--- config.mk ---
export PLATFORM = sky130hd
export DESIGN_NAME = sel_arbiter4_flat
export DESIGN_NICKNAME = d
export VERILOG_FILES = /design/src/rtl/sel_arbiter4_pkg.sv /design/src/rtl/sel_arbiter4_if.sv /design/src/rtl/sel_arbiter4_rr_pick4.sv /design/src/rtl/sel_arbiter4.sv /design/src/flat_wrapper.sv
export SDC_FILE = /design/constraint.sdc
export NUM_CORES = 1
export LEC_CHECK = 0
export CAP_MARGIN = 0
export CORE_MARGIN = 1.5
export CORE_UTILIZATION = 38
export DETAILED_ROUTE_END_ITERATION = 10
export GPL_TIMING_DRIVEN = 1
export PLACE_DENSITY = 0.81
export SKIP_CTS_REPAIR_TIMING = 1
export SYNTH_ARGS = -nofsm -noshare
export SYNTH_HDL_FRONTEND = slang
export SYNTH_SLANG_ARGS = --single-unit
--- constraint.sdc ---
create_clock -name clk -period 3.7 [get_ports clk]
set_clock_uncertainty 0.15 [all_clocks]
set_input_delay 0.74 -clock clk [delete_from_list [all_inputs] [get_ports clk]]
set_output_delay 0.74 -clock clk [all_outputs]
set_load 0.005 [all_outputs]
--- src/rtl/sel_arbiter4_pkg.sv ---
// Shared encodings for the round-robin select arbiter: FSM states and the
// one-hot select codes decoded by the datapath 4:1 muxes.
package sel_arbiter4_pkg;

    typedef enum logic [1:0] {
        ST_IDLE  = 2'd0,
        ST_GRANT = 2'd1,
        ST_ACK   = 2'd2
    } state_t;

    localparam logic [3:0] SEL_NONE = 4'b0000;
    localparam logic [3:0] SEL_0    = 4'b0001;
    localparam logic [3:0] SEL_1    = 4'b0010;
    localparam logic [3:0] SEL_2    = 4'b0100;
    localparam logic [3:0] SEL_3    = 4'b1000;

    // Index to the one-hot select code the muxes expect.
    function automatic logic [3:0] onehot4(input logic [1:0] idx);
        logic [3:0] code;
        case (idx)
            2'd0:    code = SEL_0;
            2'd1:    code = SEL_1;
            2'd2:    code = SEL_2;
            2'd3:    code = SEL_3;
            default: code = SEL_NONE;
        endcase
        return code;
    endfunction

endpackage

--- src/rtl/sel_arbiter4_if.sv ---
// Requester/consumer bundle of the select arbiter. The master side is the
// arbiter (producer of Sel/OutData/Ack); the slave side is its environment.
interface sel_arbiter4_if #(
    parameter int WIDTH = 32
) ();

    logic [3:0]       Req;
    logic [WIDTH-1:0] ReqData0;
    logic [WIDTH-1:0] ReqData1;
    logic [WIDTH-1:0] ReqData2;
    logic [WIDTH-1:0] ReqData3;
    logic [3:0]       Ack;
    logic [3:0]       Sel;
    logic             OutValid;
    logic             OutReady;
    logic [WIDTH-1:0] OutData;

    modport master (
        input  Req,
        input  ReqData0,
        input  ReqData1,
        input  ReqData2,
        input  ReqData3,
        input  OutReady,
        output Ack,
        output Sel,
        output OutValid,
        output OutData
    );

    modport slave (
        output Req,
        output ReqData0,
        output ReqData1,
        output ReqData2,
        output ReqData3,
        output OutReady,
        input  Ack,
        input  Sel,
        input  OutValid,
        input  OutData
    );

endinterface

--- src/rtl/sel_arbiter4_rr_pick4.sv ---
// Combinational round-robin picker: first set request bit scanning from the
// pointer upwards, wrapping 3 -> 0.
module rr_pick4 (
    input  logic [3:0] i_req,
    input  logic [1:0] i_ptr,
    output logic [1:0] o_winner,
    output logic       o_valid
);

    logic [3:0] w_rot;
    logic [1:0] w_off;

    // Rotate requests so bit 0 is the requester the pointer names.
    always_comb begin
        w_rot = 4'b0000;
        case (i_ptr)
            2'd0:    w_rot = i_req;
            2'd1:    w_rot = {i_req[0],   i_req[3:1]};
            2'd2:    w_rot = {i_req[1:0], i_req[3:2]};
            2'd3:    w_rot = {i_req[2:0], i_req[3]};
            default: w_rot = i_req;
        endcase
    end

    // Fixed-priority search on the rotated vector gives the offset from the pointer.
    always_comb begin
        w_off = 2'd0;
        casez (w_rot)
            4'b???1: w_off = 2'd0;
            4'b??10: w_off = 2'd1;
            4'b?100: w_off = 2'd2;
            4'b1000: w_off = 2'd3;
            default: w_off = 2'd0;
        endcase
    end

    assign o_winner = i_ptr + w_off;
    assign o_valid  = |i_req;

endmodule

--- src/rtl/sel_arbiter4.sv ---
// Round-robin arbiter producing the one-hot select for the write-back muxes.
// Grants one requester, holds its word until accepted, then acks it.
module sel_arbiter4
    import sel_arbiter4_pkg::*;
#(
    parameter int WIDTH = 32
) (
    input  logic            clk,
    input  logic            rst,
    sel_arbiter4_if.master  bus
);

    state_t           r_state;
    state_t           w_state_nxt;
    logic [1:0]       r_ptr;
    logic [1:0]       w_ptr_nxt;
    logic [1:0]       r_winner;
    logic [1:0]       w_winner_nxt;
    logic [3:0]       r_sel;
    logic [3:0]       w_sel_nxt;
    logic [3:0]       r_ack;
    logic [3:0]       w_ack_nxt;
    logic             r_out_valid;
    logic             w_out_valid_nxt;
    logic [WIDTH-1:0] r_out_data;
    logic [WIDTH-1:0] w_out_data_nxt;

    logic [1:0]       w_pick_idx;
    logic             w_pick_valid;
    logic [WIDTH-1:0] w_pick_data;
    logic             w_handshake;

    rr_pick4 u_pick (
        .i_req    (bus.Req),
        .i_ptr    (r_ptr),
        .o_winner (w_pick_idx),
        .o_valid  (w_pick_valid)
    );

    assign w_handshake = r_out_valid & bus.OutReady;

    // Word of the requester the picker selected.
    always_comb begin
        w_pick_data = {WIDTH{1'b0}};
        case (w_pick_idx)
            2'd0:    w_pick_data = bus.ReqData0;
            2'd1:    w_pick_data = bus.ReqData1;
            2'd2:    w_pick_data = bus.ReqData2;
            2'd3:    w_pick_data = bus.ReqData3;
            default: w_pick_data = {WIDTH{1'b0}};
        endcase
    end

    // Next-state and next-output logic; Ack defaults low so it lasts one cycle.
    always_comb begin
        w_state_nxt     = r_state;
        w_ptr_nxt       = r_ptr;
        w_winner_nxt    = r_winner;
        w_sel_nxt       = r_sel;
        w_ack_nxt       = SEL_NONE;
        w_out_valid_nxt = r_out_valid;
        w_out_data_nxt  = r_out_data;
        case (r_state)
            ST_IDLE: begin
                if (w_pick_valid) begin
                    w_winner_nxt    = w_pick_idx;
                    w_sel_nxt       = onehot4(w_pick_idx);
                    w_out_data_nxt  = w_pick_data;
                    w_out_valid_nxt = 1'b1;
                    w_state_nxt     = ST_GRANT;
                end else begin
                    w_sel_nxt       = SEL_NONE;
                    w_out_data_nxt  = {WIDTH{1'b0}};
                    w_out_valid_nxt = 1'b0;
                end
            end
            ST_GRANT: begin
                // Requests are ignored here; the latched transfer is held as-is.
                if (w_handshake) begin
                    w_sel_nxt       = SEL_NONE;
                    w_out_data_nxt  = {WIDTH{1'b0}};
                    w_out_valid_nxt = 1'b0;
                    w_ack_nxt       = onehot4(r_winner);
                    w_ptr_nxt       = r_winner + 2'd1;
                    w_state_nxt     = ST_ACK;
                end else begin
                    w_state_nxt     = ST_GRANT;
                end
            end
            ST_ACK: begin
                w_state_nxt = ST_IDLE;
            end
            default: begin
                w_sel_nxt       = SEL_NONE;
                w_out_data_nxt  = {WIDTH{1'b0}};
                w_out_valid_nxt = 1'b0;
                w_state_nxt     = ST_IDLE;
            end
        endcase
    end

    // State and output registers; reset drops any pending transfer without an Ack.
    always_ff @(posedge clk) begin
        if (rst) begin
            r_state     <= ST_IDLE;
            r_ptr       <= 2'd0;
            r_winner    <= 2'd0;
            r_sel       <= SEL_NONE;
            r_ack       <= SEL_NONE;
            r_out_valid <= 1'b0;
            r_out_data  <= {WIDTH{1'b0}};
        end else begin
            r_state     <= w_state_nxt;
            r_ptr       <= w_ptr_nxt;
            r_winner    <= w_winner_nxt;
            r_sel       <= w_sel_nxt;
            r_ack       <= w_ack_nxt;
            r_out_valid <= w_out_valid_nxt;
            r_out_data  <= w_out_data_nxt;
        end
    end

    assign bus.Sel      = r_sel;
    assign bus.Ack      = r_ack;
    assign bus.OutValid = r_out_valid;
    assign bus.OutData  = r_out_data;

endmodule

--- src/flat_wrapper.sv ---
// flat-port wrapper written by rule: the top's interface ports become plain ports
module sel_arbiter4_flat import sel_arbiter4_pkg::*;
#(
    parameter int WIDTH = 32
)
  (clk, rst, bus_Req, bus_ReqData0, bus_ReqData1, bus_ReqData2, bus_ReqData3, bus_OutReady, bus_Ack, bus_Sel, bus_OutValid, bus_OutData);
  sel_arbiter4_if #(.WIDTH(WIDTH)) bus_i ();
  input  logic clk;
  input  logic rst;
  input wire logic [$bits(bus_i.Req)-1:0] bus_Req;
  input wire logic [$bits(bus_i.ReqData0)-1:0] bus_ReqData0;
  input wire logic [$bits(bus_i.ReqData1)-1:0] bus_ReqData1;
  input wire logic [$bits(bus_i.ReqData2)-1:0] bus_ReqData2;
  input wire logic [$bits(bus_i.ReqData3)-1:0] bus_ReqData3;
  input wire logic [$bits(bus_i.OutReady)-1:0] bus_OutReady;
  output wire logic [$bits(bus_i.Ack)-1:0] bus_Ack;
  output wire logic [$bits(bus_i.Sel)-1:0] bus_Sel;
  output wire logic [$bits(bus_i.OutValid)-1:0] bus_OutValid;
  output wire logic [$bits(bus_i.OutData)-1:0] bus_OutData;
  assign bus_i.Req = bus_Req;
  assign bus_i.ReqData0 = bus_ReqData0;
  assign bus_i.ReqData1 = bus_ReqData1;
  assign bus_i.ReqData2 = bus_ReqData2;
  assign bus_i.ReqData3 = bus_ReqData3;
  assign bus_i.OutReady = bus_OutReady;
  assign bus_Ack = bus_i.Ack;
  assign bus_Sel = bus_i.Sel;
  assign bus_OutValid = bus_i.OutValid;
  assign bus_OutData = bus_i.OutData;
  sel_arbiter4 #(.WIDTH(WIDTH)) u_core (.clk(clk), .rst(rst), .bus(bus_i));
endmodule
After elaboration in Yosys (flattened, before gate mapping)
Cells that the tools add are included.
- latch bits: 0
- memories kept: 0
- bits in writable memories: 0
- logic and storage cells: 55
- flip-flop bits (word level): 47
- input bits: 135
- memory bits (read-only): 0
- output and inout port bits: 41
- reduce and logical (&&, ||, !) cells: 9
- add/subtract/negate cells: 2
- shift-type cells: 0
- bitwise logic cells: 4
- multiply operators: 0
- eq/ne operators: 16
- divide/modulo/power cells: 0
- magnitude comparators: 0
- muxes and demuxes: 17
- operator list (cell ; number):
    32-bit case mux with 4 select lines ; 1
    32-bit case mux with 3 select lines ; 1
    32-bit two-way mux ; 2
    4-bit case mux with 4 select lines ; 3
    2-bit == test, second input constant ; 8
    4-bit case mux with 3 select lines ; 1
    2-bit by 1-bit == test with 1-bit output, second input constant ; 4
    2-bit logical NOT ; 4
    4-bit two-way mux ; 2
    2-bit case mux with 3 select lines ; 1
    2-bit AND reduction ; 3
    4-bit == test, second input constant ; 1
    2-bit two-way mux ; 2
    2-bit case mux with 2 select lines ; 1
    4-bit OR reduction ; 1
    3-bit == test, second input constant ; 1
    1-bit NOT ; 3
    1-bit case mux with 3 select lines ; 1
    3-bit OR reduction ; 1
    2-bit by 1-bit adder with 2-bit output, second input constant ; 1
    2-bit adder ; 1
    1-bit two-way mux ; 2
    2-bit by 1-bit != test with 1-bit output, second input constant ; 1
    2-bit != test, second input constant ; 1
    1-bit AND ; 1

Longest topological paths before layout
Gate-level depths: netlist of the first run.
- depth after elaboration: 9
- gate-level depth with buffers: 13
- mapped depth without buffers: 11

Hierarchy
Synthesis of the first run repeated with hierarchy kept, for this count alone.
- cell total of the unflattened synthesis: 197
- area total of the unflattened synthesis: 2527.4 sq um
- modules (own cells, without submodules) (module ; cells each ; area each (sq um) ; times used):
    sel_arbiter4 ; 173 ; 2344.7 ; 1
    rr_pick4 ; 24 ; 182.7 ; 1

Least setup slack after synthesis of the first run
Ideal clock, no wire load.
- kind: input-to-reg
- start point: input port bus_Req[0]
- end point: register u_core.r_sel[0] (netlist: u_core.bus.Sel[0])
- required time: 3.422 ns
- library setup time: 0.128 ns
- arrival time: 2.532 ns
- slack: 0.891 ns
- buffers on the path: 3
- stages on the path: 11
- cell sequence: nor2_1 -> nor3_1 -> a21oi_1 -> nand2_1 -> ha_1 -> clkbuf_1 -> clkbuf_1 -> buf_1 -> nor2_1 -> a22oi_1 -> nor2_1
- longest elaborated chain between the ends: 8
- RTL lines (item ; line ; source):
    start, declared ; flat_wrapper.sv:10 ; input wire logic [$bits(bus_i.Req)-1:0] bus_Req;
    4-bit case mux with 4 select lines * ; sel_arbiter4_rr_pick4.sv:16 ; case (i_ptr)
    4-bit == test (tied with other cells) ; sel_arbiter4_rr_pick4.sv:28 ; casez (w_rot)
    2-bit case mux with 3 select lines * ; sel_arbiter4_rr_pick4.sv:28 ;
    2-bit adder * ; sel_arbiter4_rr_pick4.sv:37 ; assign o_winner = i_ptr + w_off;
    via u_core.u_pick.o_winner[0] ; sel_arbiter4_rr_pick4.sv:6 ; output logic [1:0] o_winner,
    2-bit == test (tied with other cells) ; sel_arbiter4_pkg.sv:20 ; case (idx)
    4-bit case mux with 4 select lines * ; sel_arbiter4_pkg.sv:20 ;
    4-bit two-way mux * ; sel_arbiter4.sv:65 ; if (w_pick_valid) begin
    4-bit case mux with 3 select lines * ; sel_arbiter4.sv:63 ; case (r_state)
    end signal, assigned ; sel_arbiter4.sv:116 ; r_sel <= w_sel_nxt;
    end, declared ; sel_arbiter4.sv:19 ; logic [3:0] r_sel;
The timed path passes the listed nets; every way through them passes the cells marked *.
A chain may end at the register's enable or synchronous reset.

Worst setup path in the final report of the first run
- start point: input port bus_Req[3]
- end point: register u_core.r_out_data[30] (netlist: u_core.bus.OutData[30])
- longest elaborated chain between the ends: 8
- RTL lines (item ; line ; source):
    4-bit case mux with 4 select lines ; sel_arbiter4_rr_pick4.sv:16 ;
    4-bit == test (tied with other cells) ; sel_arbiter4_rr_pick4.sv:28 ;
    2-bit case mux with 3 select lines ; sel_arbiter4_rr_pick4.sv:28 ;
    2-bit adder ; sel_arbiter4_rr_pick4.sv:37 ;
    2-bit == test (tied with other cells) ; sel_arbiter4.sv:45 ; case (w_pick_idx)
    32-bit case mux with 4 select lines ; sel_arbiter4.sv:45 ;
    32-bit two-way mux * ; sel_arbiter4.sv:65 ;
    32-bit case mux with 3 select lines * ; sel_arbiter4.sv:63 ;
    end signal, assigned ; sel_arbiter4.sv:111 ; r_out_data <= {WIDTH{1'b0}};
    end signal, assigned ; sel_arbiter4.sv:119 ; r_out_data <= w_out_data_nxt;
    end, declared ; sel_arbiter4.sv:25 ; logic [WIDTH-1:0] r_out_data;
Mark *: on every way between the ends. The rest lies on a longest branch, timed or not.

==> metrics.txt, run 1 <==
# TYPE chip_impl_metric gauge
chip_impl_metric{name="grt_start_max_net_pins",unit=""} 54
chip_impl_metric{name="grt_antenna_before_repair",unit=""} 0
chip_impl_metric{name="cts_buffers",unit=""} 5
chip_impl_metric{name="drtAntennaViolNets",unit=""} 0
chip_impl_metric{name="ys_types",unit=""} 36
chip_impl_info{name="critical_path.top_delay_family",value="XOR/XNOR gates"} 1
chip_impl_metric{name="pwr_density_cell",unit="nW/µm²"} 339
chip_impl_metric{name="grt_overflow_total",unit=""} 0
chip_impl_info{name="run_status",value="finished clean"} 1
chip_impl_info{name="hold_class",value="flip-flop to flip-flop"} 1
chip_impl_metric{name="power",unit="W"} 0.00169
chip_impl_metric{name="start_util",unit="%"} 39.1
chip_impl_info{name="worstSetupEndpoint",value="u_core.bus.OutData[30]"} 1
chip_impl_metric{name="setup_total_neg_slack",unit="ns"} 0
chip_impl_metric{name="post_synth.cell_area_avg",unit="µm²"} 8.05
chip_impl_info{name="cts_root_buf",value="sky130_fd_sc_hd__clkbuf_8"} 1
chip_impl_metric{name="dp_slack",unit="ns"} -0.0852
chip_impl_info{name="rsz0062_at_grt",value="false"} 1
chip_impl_metric{name="edff_count_synth",unit=""} 0
chip_impl_metric{name="nets",unit=""} 678
chip_impl_metric{name="grt_first_pass_wirelength",unit="µm"} 14800
chip_impl_metric{name="areaGrowthSynthToFinish",unit="%"} 66.3
chip_impl_metric{name="synth_xor_area_share",unit="%"} 2.04
chip_impl_metric{name="drc_errors",unit=""} 0
chip_impl_metric{name="fraction_of_final_layout_cells_with_drive_strength_greater_than_1",unit="%"} 5.75
chip_impl_info{name="synth_top_family_by_area",value="simple AND/OR/NAND/NOR gates"} 1
chip_impl_metric{name="cap_violations",unit=""} 0
chip_impl_metric{name="compound_cell_area_share_of_the_yosys_netlist",unit="%"} 19.1
chip_impl_metric{name="hpwlAfterDp",unit="µm"} 6920
chip_impl_metric{name="synth_seq_cells",unit=""} 47
chip_impl_metric{name="track_usage",unit="%"} 21.5
chip_impl_metric{name="timing.final.ws_setup",unit="ns"} 0.235
chip_impl_metric{name="path_buf_inv",unit=""} 2
chip_impl_metric{name="clock_tree.buffer_depth",unit=""} 2
chip_impl_metric{name="synth.cell_area",unit="µm²"} 3010
chip_impl_metric{name="tightest_slew",unit="ns"} 1.00
chip_impl_metric{name="yosys_warnings",unit=""} 0
chip_impl_metric{name="timing.fmax",unit="MHz"} 289
chip_impl_info{name="regToRegStartpoint",value="u_core.r_ptr[0]"} 1
chip_impl_metric{name="maxSlewViolCount",unit=""} 0
chip_impl_metric{name="clk_latency",unit="ns"} 0.29
chip_impl_metric{name="period_needed",unit="ns"} 3.47
chip_impl_metric{name="timing.critical_path.slowest_cell_delay",unit="ns"} 0.80
chip_impl_metric{name="worstPathArrival",unit="ns"} 3.52
chip_impl_metric{name="worstPathRequired",unit="ns"} 3.76
chip_impl_metric{name="drt-vias-per-instance",unit=""} 5.18
chip_impl_metric{name="critPathMaxFanout",unit=""} 33
chip_impl_metric{name="drt_pass1_iterations",unit=""} 4
chip_impl_info{name="setup.worst_path.class",value="input pin to flip-flop"} 1
chip_impl_metric{name="ir_worst_vdd",unit="mV"} 0.274
chip_impl_metric{name="gp_congestion",unit=""} 0.806
chip_impl_info{name="crit_path_start_kind",value="input pin"} 1
chip_impl_info{name="synthFlopType",value="sky130_fd_sc_hd__dfxtp_1"} 1
chip_impl_metric{name="first_global_vias",unit=""} 3267
chip_impl_metric{name="cts.sink_count",unit=""} 47
chip_impl_metric{name="ctsHtreeMaxLevel",unit=""} 2
chip_impl_metric{name="io_buffer_count",unit=""} 175
chip_impl_metric{name="floorplan.die_area",unit="µm²"} 8460
chip_impl_metric{name="std_cell_rows",unit=""} 32
chip_impl_metric{name="die_x",unit="µm"} 92.0
chip_impl_info{name="cts_tree",value="done"} 1
chip_impl_info{name="worstSetupEndpointType",value="flip-flop"} 1
chip_impl_metric{name="mappedNetlistNets",unit=""} 514
chip_impl_metric{name="timing.critical_path.depth",unit=""} 11
chip_impl_metric{name="synthCells",unit=""} 374
chip_impl_metric{name="core_area",unit="µm²"} 7690
chip_impl_metric{name="path_clk_slew",unit="ns"} 0.09
chip_impl_info{name="synth.top_cells.by_area",value="sky130_fd_sc_hd__dfxtp_1 (31%), sky130_fd_sc_hd__nand2b_1 (14%), sky130_fd_sc_hd__mux2i_1 (11%)"} 1
chip_impl_info{name="final_cell_mix",value="sky130_fd_sc_hd__clkdlybuf4s50_1 (175), sky130_fd_sc_hd__nand2b_1 (65), sky130_fd_sc_hd__dfxtp_1 (47)"} 1
chip_impl_metric{name="final-setup-viol-count",unit=""} 0
chip_impl_metric{name="post_synth_fa_ha_maj_area_fraction",unit="%"} 2.08
chip_impl_metric{name="num_antenna_cells",unit=""} 0
chip_impl_info{name="worstSetupStartpoint",value="bus_Req[3]"} 1
chip_impl_metric{name="fin_crit_sh",unit="%"} 93.7
chip_impl_metric{name="asyncSetResetFlopFracSynth",unit="%"} 0
chip_impl_metric{name="hold_viol",unit=""} 0
chip_impl_metric{name="simple_gate_area_share_of_the_yosys_netlist",unit="%"} 28.3
chip_impl_metric{name="synth.yosys.seq_area_share",unit="%"} 31.3
chip_impl_info{name="timing.critical_path.slowest_stage_cell",value="sky130_fd_sc_hd__xnor2_4"} 1
chip_impl_metric{name="dr.first_iter.drc_count",unit=""} 125
chip_impl_info{name="synth_top_area_cell",value="sky130_fd_sc_hd__dfxtp_1"} 1
chip_impl_metric{name="ff2ff_path_depth",unit=""} 11
chip_impl_metric{name="postRouteWirelength",unit="µm"} 9290
chip_impl_metric{name="timing.reg2reg.setup_slack",unit="ns"} 0.65
chip_impl_metric{name="slew_headroom",unit="%"} 33.3
chip_impl_metric{name="post_synth_mux_area_share",unit="%"} 11.3
chip_impl_info{name="critical_path.cell_chain",value="clkdlybuf4s50_1 > nor2_1 > nor4_1 > a21oi_1 > nand2_1 > ha_4 > xnor2_1 > buf_4 > xnor2_4 > nor3_1 > o31ai_1"} 1
chip_impl_metric{name="fp.dieH",unit="µm"} 92.0
chip_impl_metric{name="cellLeakagePower",unit="nW"} 1.92
chip_impl_info{name="mostFrequentLayoutCell",value="sky130_fd_sc_hd__clkdlybuf4s50_1"} 1
chip_impl_info{name="worst_r2r_endpoint",value="u_core.bus.OutData[30]"} 1
chip_impl_metric{name="synth_top_area_share",unit="%"} 31.3
chip_impl_metric{name="wire_per_inst",unit="µm"} 14.5
chip_impl_metric{name="routed-via-count",unit=""} 3319
chip_impl_metric{name="io-pin-count",unit=""} 176
[worst min-delay path by stage]
stage / startpoint / cells past startpoint / endpoint / slack [ns]
after CTS: u_core.bus.OutData[23] / 2 / u_core.bus.OutData[23] / 0.31
after global routing: u_core.bus.OutData[11] / 2 / u_core.bus.OutData[11] / 0.33
final: u_core.bus.OutData[23] / 2 / u_core.bus.OutData[23] / 0.31
after detailed placement: u_core.bus.OutData[23] / 2 / u_core.bus.OutData[23] / 0.29
after floorplan: u_core.bus.OutData[0] / 2 / u_core.bus.OutData[0] / 0.30
after global placement: u_core.bus.OutData[4] / 2 / u_core.bus.OutData[4] / 0.28
[logic make-up (layout without fill, tap and decap cells)]
logic type / after synthesis / in the layout
adders and majority gates: 5 / 5
muxes: 34 / 34
xor gates and xnor gates: 4 / 4
DFF: 47 / 47
and+or+nand+nor: 164 / 164
buffers and inverters: 33 / 198
AOI/OAI and AO/OA: 87 / 87
[registers in the layout, indices dropped and copies added, names as in the netlist]
name,cells
u_core.r_winner,2
u_core.bus.OutValid,1
u_core.r_ptr,2
u_core.bus.Sel,4
u_core.r_state,2
u_core.bus.OutData,32
u_core.bus.Ack,4
[power by group]
group          leakage (nW)  switching (W)  internal, W
clock network        0.0644       0.000179     0.000270
registers             0.388      0.0000374     0.000569
logic                  1.46       0.000274     0.000365
[tightest hold or removal path, stage by stage, from the launching register on]
cell                      delay [ns]
sky130_fd_sc_hd__dfxtp_1        0.32
sky130_fd_sc_hd__nand2_1        0.05
sky130_fd_sc_hd__o31ai_1        0.05
[Yosys cell counts, types with 2 or more instances]
library cell	count
sky130_fd_sc_hd__nand2_1	40
sky130_fd_sc_hd__ha_1	5
sky130_fd_sc_hd__nor3_1	33
sky130_fd_sc_hd__a22oi_1	2
sky130_fd_sc_hd__buf_12	2
sky130_fd_sc_hd__nand2b_1	65
sky130_fd_sc_hd__a21oi_1	4
sky130_fd_sc_hd__dfxtp_1	47
sky130_fd_sc_hd__a211oi_1	3
sky130_fd_sc_hd__nor2b_1	4
sky130_fd_sc_hd__clkbuf_1	24
sky130_fd_sc_hd__and2_1	4
sky130_fd_sc_hd__inv_1	3
sky130_fd_sc_hd__nor2_1	16
sky130_fd_sc_hd__o21ai_0	36
sky130_fd_sc_hd__mux2i_1	34
sky130_fd_sc_hd__o31ai_1	32
sky130_fd_sc_hd__o21a_2	2
[per-layer routing]
layer  global-route usage, %  share of wire [%]  vias to the layer above
li1                        -                  -                     1628
met5                       0                  0                        -
met1                    23.8                 39                     1536
met3                    5.06                7.2                       16
met4                    6.67                2.0                        0
met2                    40.2                 52                      139
[layout make-up]
cell class                 count  area [µm²]
timing repair buffer         187        1850
clock buffer                   5        68.8
clock inverter                 3        67.6
tap                          102         128
inverter                       3        11.3
sequential                    47         941
fill                         674        2680
multi-input combinational    294        1930
[through the flow]
stage	hold WS [ns]	utilization [%]	cells	instance area (µm²)
floorplan	0.299	-	374	3010
global placement	0.284	63.3	633	4870
detailed placement	0.290	63.3	633	4870
CTS	0.308	65.1	641	5000
global route	0.331	65.1	641	5000
finish	0.305	65.1	641	5000
No activity file was read; power rests on OpenSTA's default activity.
==> inputs of run 2 (changes only) <==
--- a/config.mk
+++ b/config.mk
@@ -6,12 +6,14 @@
 export NUM_CORES = 1
 export LEC_CHECK = 0
 export CAP_MARGIN = 0
+export CORE_ASPECT_RATIO = 1.5
 export CORE_MARGIN = 1.5
-export CORE_UTILIZATION = 38
+export CORE_UTILIZATION = 35
 export DETAILED_ROUTE_END_ITERATION = 10
 export GPL_TIMING_DRIVEN = 1
-export PLACE_DENSITY = 0.81
+export PLACE_DENSITY = 0.78
 export SKIP_CTS_REPAIR_TIMING = 1
+export SKIP_LAST_GASP = 1
 export SYNTH_ARGS = -nofsm -noshare
 export SYNTH_HDL_FRONTEND = slang
 export SYNTH_SLANG_ARGS = --single-unit
==> constraint.sdc (replaced) <==
create_clock -name clk -period 3 [get_ports clk]
set_clock_uncertainty 0.15 [all_clocks]
set_input_delay 0.6 -clock clk [delete_from_list [all_inputs] [get_ports clk]]
set_output_delay 0.6 -clock clk [all_outputs]
set_load 0.005 [all_outputs]
==> metrics.txt, run 2 (same netlist as run 1, synthesis figures left out) <==
# TYPE chip_impl_metric gauge
chip_impl_info{name="run_status",value="finished clean"} 1
chip_impl_info{name="crit_path_start_kind",value="input pin"} 1
chip_impl_info{name="mostFrequentLayoutCell",value="sky130_fd_sc_hd__clkdlybuf4s50_1"} 1
chip_impl_metric{name="fraction_of_final_layout_cells_with_drive_strength_greater_than_1",unit="%"} 9.01
chip_impl_metric{name="hold_viol",unit=""} 0
chip_impl_metric{name="final-setup-viol-count",unit=""} 0
chip_impl_metric{name="hpwlAfterDp",unit="µm"} 7550
chip_impl_metric{name="postRouteWirelength",unit="µm"} 9720
chip_impl_metric{name="drt-vias-per-instance",unit=""} 5.02
chip_impl_metric{name="area.sequential",unit="µm²"} 941
chip_impl_metric{name="largest_reg_flops",unit=""} 32
chip_impl_metric{name="clk_latency",unit="ns"} 0.28
chip_impl_info{name="final_cell_mix",value="sky130_fd_sc_hd__clkdlybuf4s50_1 (172), sky130_fd_sc_hd__nand2b_1 (65), sky130_fd_sc_hd__dfxtp_1 (47)"} 1
chip_impl_metric{name="finalHoldWorstSlack",unit="ns"} 0.302
chip_impl_metric{name="dp_slack",unit="ns"} -0.163
chip_impl_metric{name="ctsHtreeMaxLevel",unit=""} 2
chip_impl_metric{name="wire_per_inst",unit="µm"} 14.7
chip_impl_metric{name="maxSlewViolCount",unit=""} 0
chip_impl_metric{name="routed-via-count",unit=""} 3325
chip_impl_metric{name="start_util",unit="%"} 36.0
chip_impl_metric{name="dr.first_iter.drc_count",unit=""} 123
chip_impl_metric{name="grt_first_pass_wirelength",unit="µm"} 15400
chip_impl_metric{name="cap_violations",unit=""} 0
chip_impl_metric{name="grt_start_max_net_pins",unit=""} 37
chip_impl_metric{name="area_of_combinational_cells_with_multiple_inputs",unit="µm²"} 1940
chip_impl_metric{name="timing.final.ws_setup",unit="ns"} 0.214
chip_impl_metric{name="track_usage",unit="%"} 20.9
chip_impl_metric{name="ir_worst_vdd",unit="mV"} 0.265
chip_impl_metric{name="cts_buffers",unit=""} 5
chip_impl_metric{name="layout.filler_cells",unit=""} 728
chip_impl_metric{name="die_x",unit="µm"} 78.7
chip_impl_metric{name="std_cell_rows",unit=""} 41
chip_impl_metric{name="num_antenna_cells",unit=""} 0
chip_impl_metric{name="io-pin-count",unit=""} 176
chip_impl_metric{name="grt_antenna_before_repair",unit=""} 0
chip_impl_metric{name="gp_congestion",unit=""} 0.870
chip_impl_metric{name="placed_cells_incl_taps",unit=""} 654
chip_impl_metric{name="nets",unit=""} 694
chip_impl_metric{name="fin_crit_sh",unit="%"} 92.9
chip_impl_info{name="rsz0062_at_grt",value="false"} 1
chip_impl_metric{name="io_buffer_count",unit=""} 175
chip_impl_metric{name="drtAntennaViolNets",unit=""} 0
chip_impl_metric{name="clock_tree.buffer_depth",unit=""} 2
chip_impl_metric{name="worstPathRequired",unit="ns"} 3.04
chip_impl_metric{name="floorplan.die_area",unit="µm²"} 9170
chip_impl_info{name="cts_tree",value="done"} 1
chip_impl_metric{name="final_util",unit="%"} 63.0
chip_impl_metric{name="layout.cells.non_filler",unit=""} 662
chip_impl_metric{name="worstPathArrival",unit="ns"} 2.83
chip_impl_metric{name="tightest_slew",unit="ns"} 0.628
chip_impl_metric{name="critPathMaxFanout",unit=""} 19
chip_impl_metric{name="core_area",unit="µm²"} 8360
chip_impl_info{name="hold_class",value="flip-flop to flip-flop"} 1
chip_impl_info{name="worstSetupEndpointType",value="flip-flop"} 1
chip_impl_metric{name="path_clk_slew",unit="ns"} 0.06
chip_impl_metric{name="grt_overflow_total",unit=""} 0
chip_impl_metric{name="cellLeakagePower",unit="nW"} 2.08
chip_impl_metric{name="areaGrowthSynthToFinish",unit="%"} 75.1
chip_impl_metric{name="timing.reg2reg.setup_slack",unit="ns"} 0.47
chip_impl_metric{name="cts.sink_count",unit=""} 47
chip_impl_metric{name="period_needed",unit="ns"} 2.79
chip_impl_info{name="cts_root_buf",value="sky130_fd_sc_hd__clkbuf_16"} 1
chip_impl_metric{name="pwr_density_cell",unit="nW/µm²"} 427
chip_impl_metric{name="drt_pass1_iterations",unit=""} 4
chip_impl_metric{name="drc_errors",unit=""} 0
chip_impl_metric{name="timing.fmax",unit="MHz"} 359
chip_impl_metric{name="fp.dieH",unit="µm"} 117
chip_impl_info{name="setup.worst_path.class",value="input pin to flip-flop"} 1
chip_impl_metric{name="first_global_vias",unit=""} 3417
chip_impl_metric{name="slew_headroom",unit="%"} 57.7
## run 2: power by group
| part | total, W | switching (W) | internal, W |
|---|---|---|---|
| clock network | 0.000647 | 0.000250 | 0.000398 |
| registers | 0.000750 | 0.0000472 | 0.000702 |
| logic | 0.000854 | 0.000349 | 0.000505 |
| total | 0.00225 | 0.000646 | 0.00161 |
## run 2: final cells by class
class                   count  share of cell area [%]
well taps                 107                    2.54
clock buffers               5                    2.38
flip-flops and latches     47                    17.9
inverters                   3                   0.214
repair buffers            203                    39.4
multi-input cells         294                    36.7
clock inverters             3                   0.903
## run 2: per-stage QoR
stage	instance area [µm²]	total power, W	TNS, ns
after CTS	5250	0.00227	0
after global placement	5070	0.00160	-2.59
final	5270	0.00225	0
after floorplan	3010	0.00114	0
after detailed placement	5070	0.00162	-4.21
after global routing	5270	0.00237	0
## run 2: final timing paths
path | end | from | cells past startpoint
setup reg to reg | u_core.bus.OutData[5] | u_core.r_ptr[0] | 12
hold / removal | u_core.bus.OutData[8] | u_core.bus.OutData[8] | 2
setup / recovery | u_core.bus.OutData[5] | bus_Req[1] | 12
hold reg to reg | u_core.bus.OutData[8] | u_core.bus.OutData[8] | 2
## run 2: routing by layer
| layer | share of wire (%) | track usage [%] | up-vias |
|---|---|---|---|
| met1 | 37 | 21.4 | 1535 |
| met2 | 55 | 41.3 | 110 |
| met5 | 0 | 0 | - |
| met3 | 5.6 | 4.14 | 21 |
| met4 | 2.6 | 7.50 | 0 |
| li1 | - | - | 1659 |
## run 2: critical path: stages
cell and delay, ns:
sky130_fd_sc_hd__clkdlybuf4s50_1 0.50, sky130_fd_sc_hd__nor2_2 0.16, sky130_fd_sc_hd__nor4_2 0.05, sky130_fd_sc_hd__a21oi_1 0.14
sky130_fd_sc_hd__nand2_1 0.11, sky130_fd_sc_hd__ha_4 0.18, sky130_fd_sc_hd__xor2_1 0.15, sky130_fd_sc_hd__buf_4 0.17
sky130_fd_sc_hd__xnor2_4 0.22, sky130_fd_sc_hd__buf_12 0.21, sky130_fd_sc_hd__mux2i_1 0.09, sky130_fd_sc_hd__o31ai_1 0.24
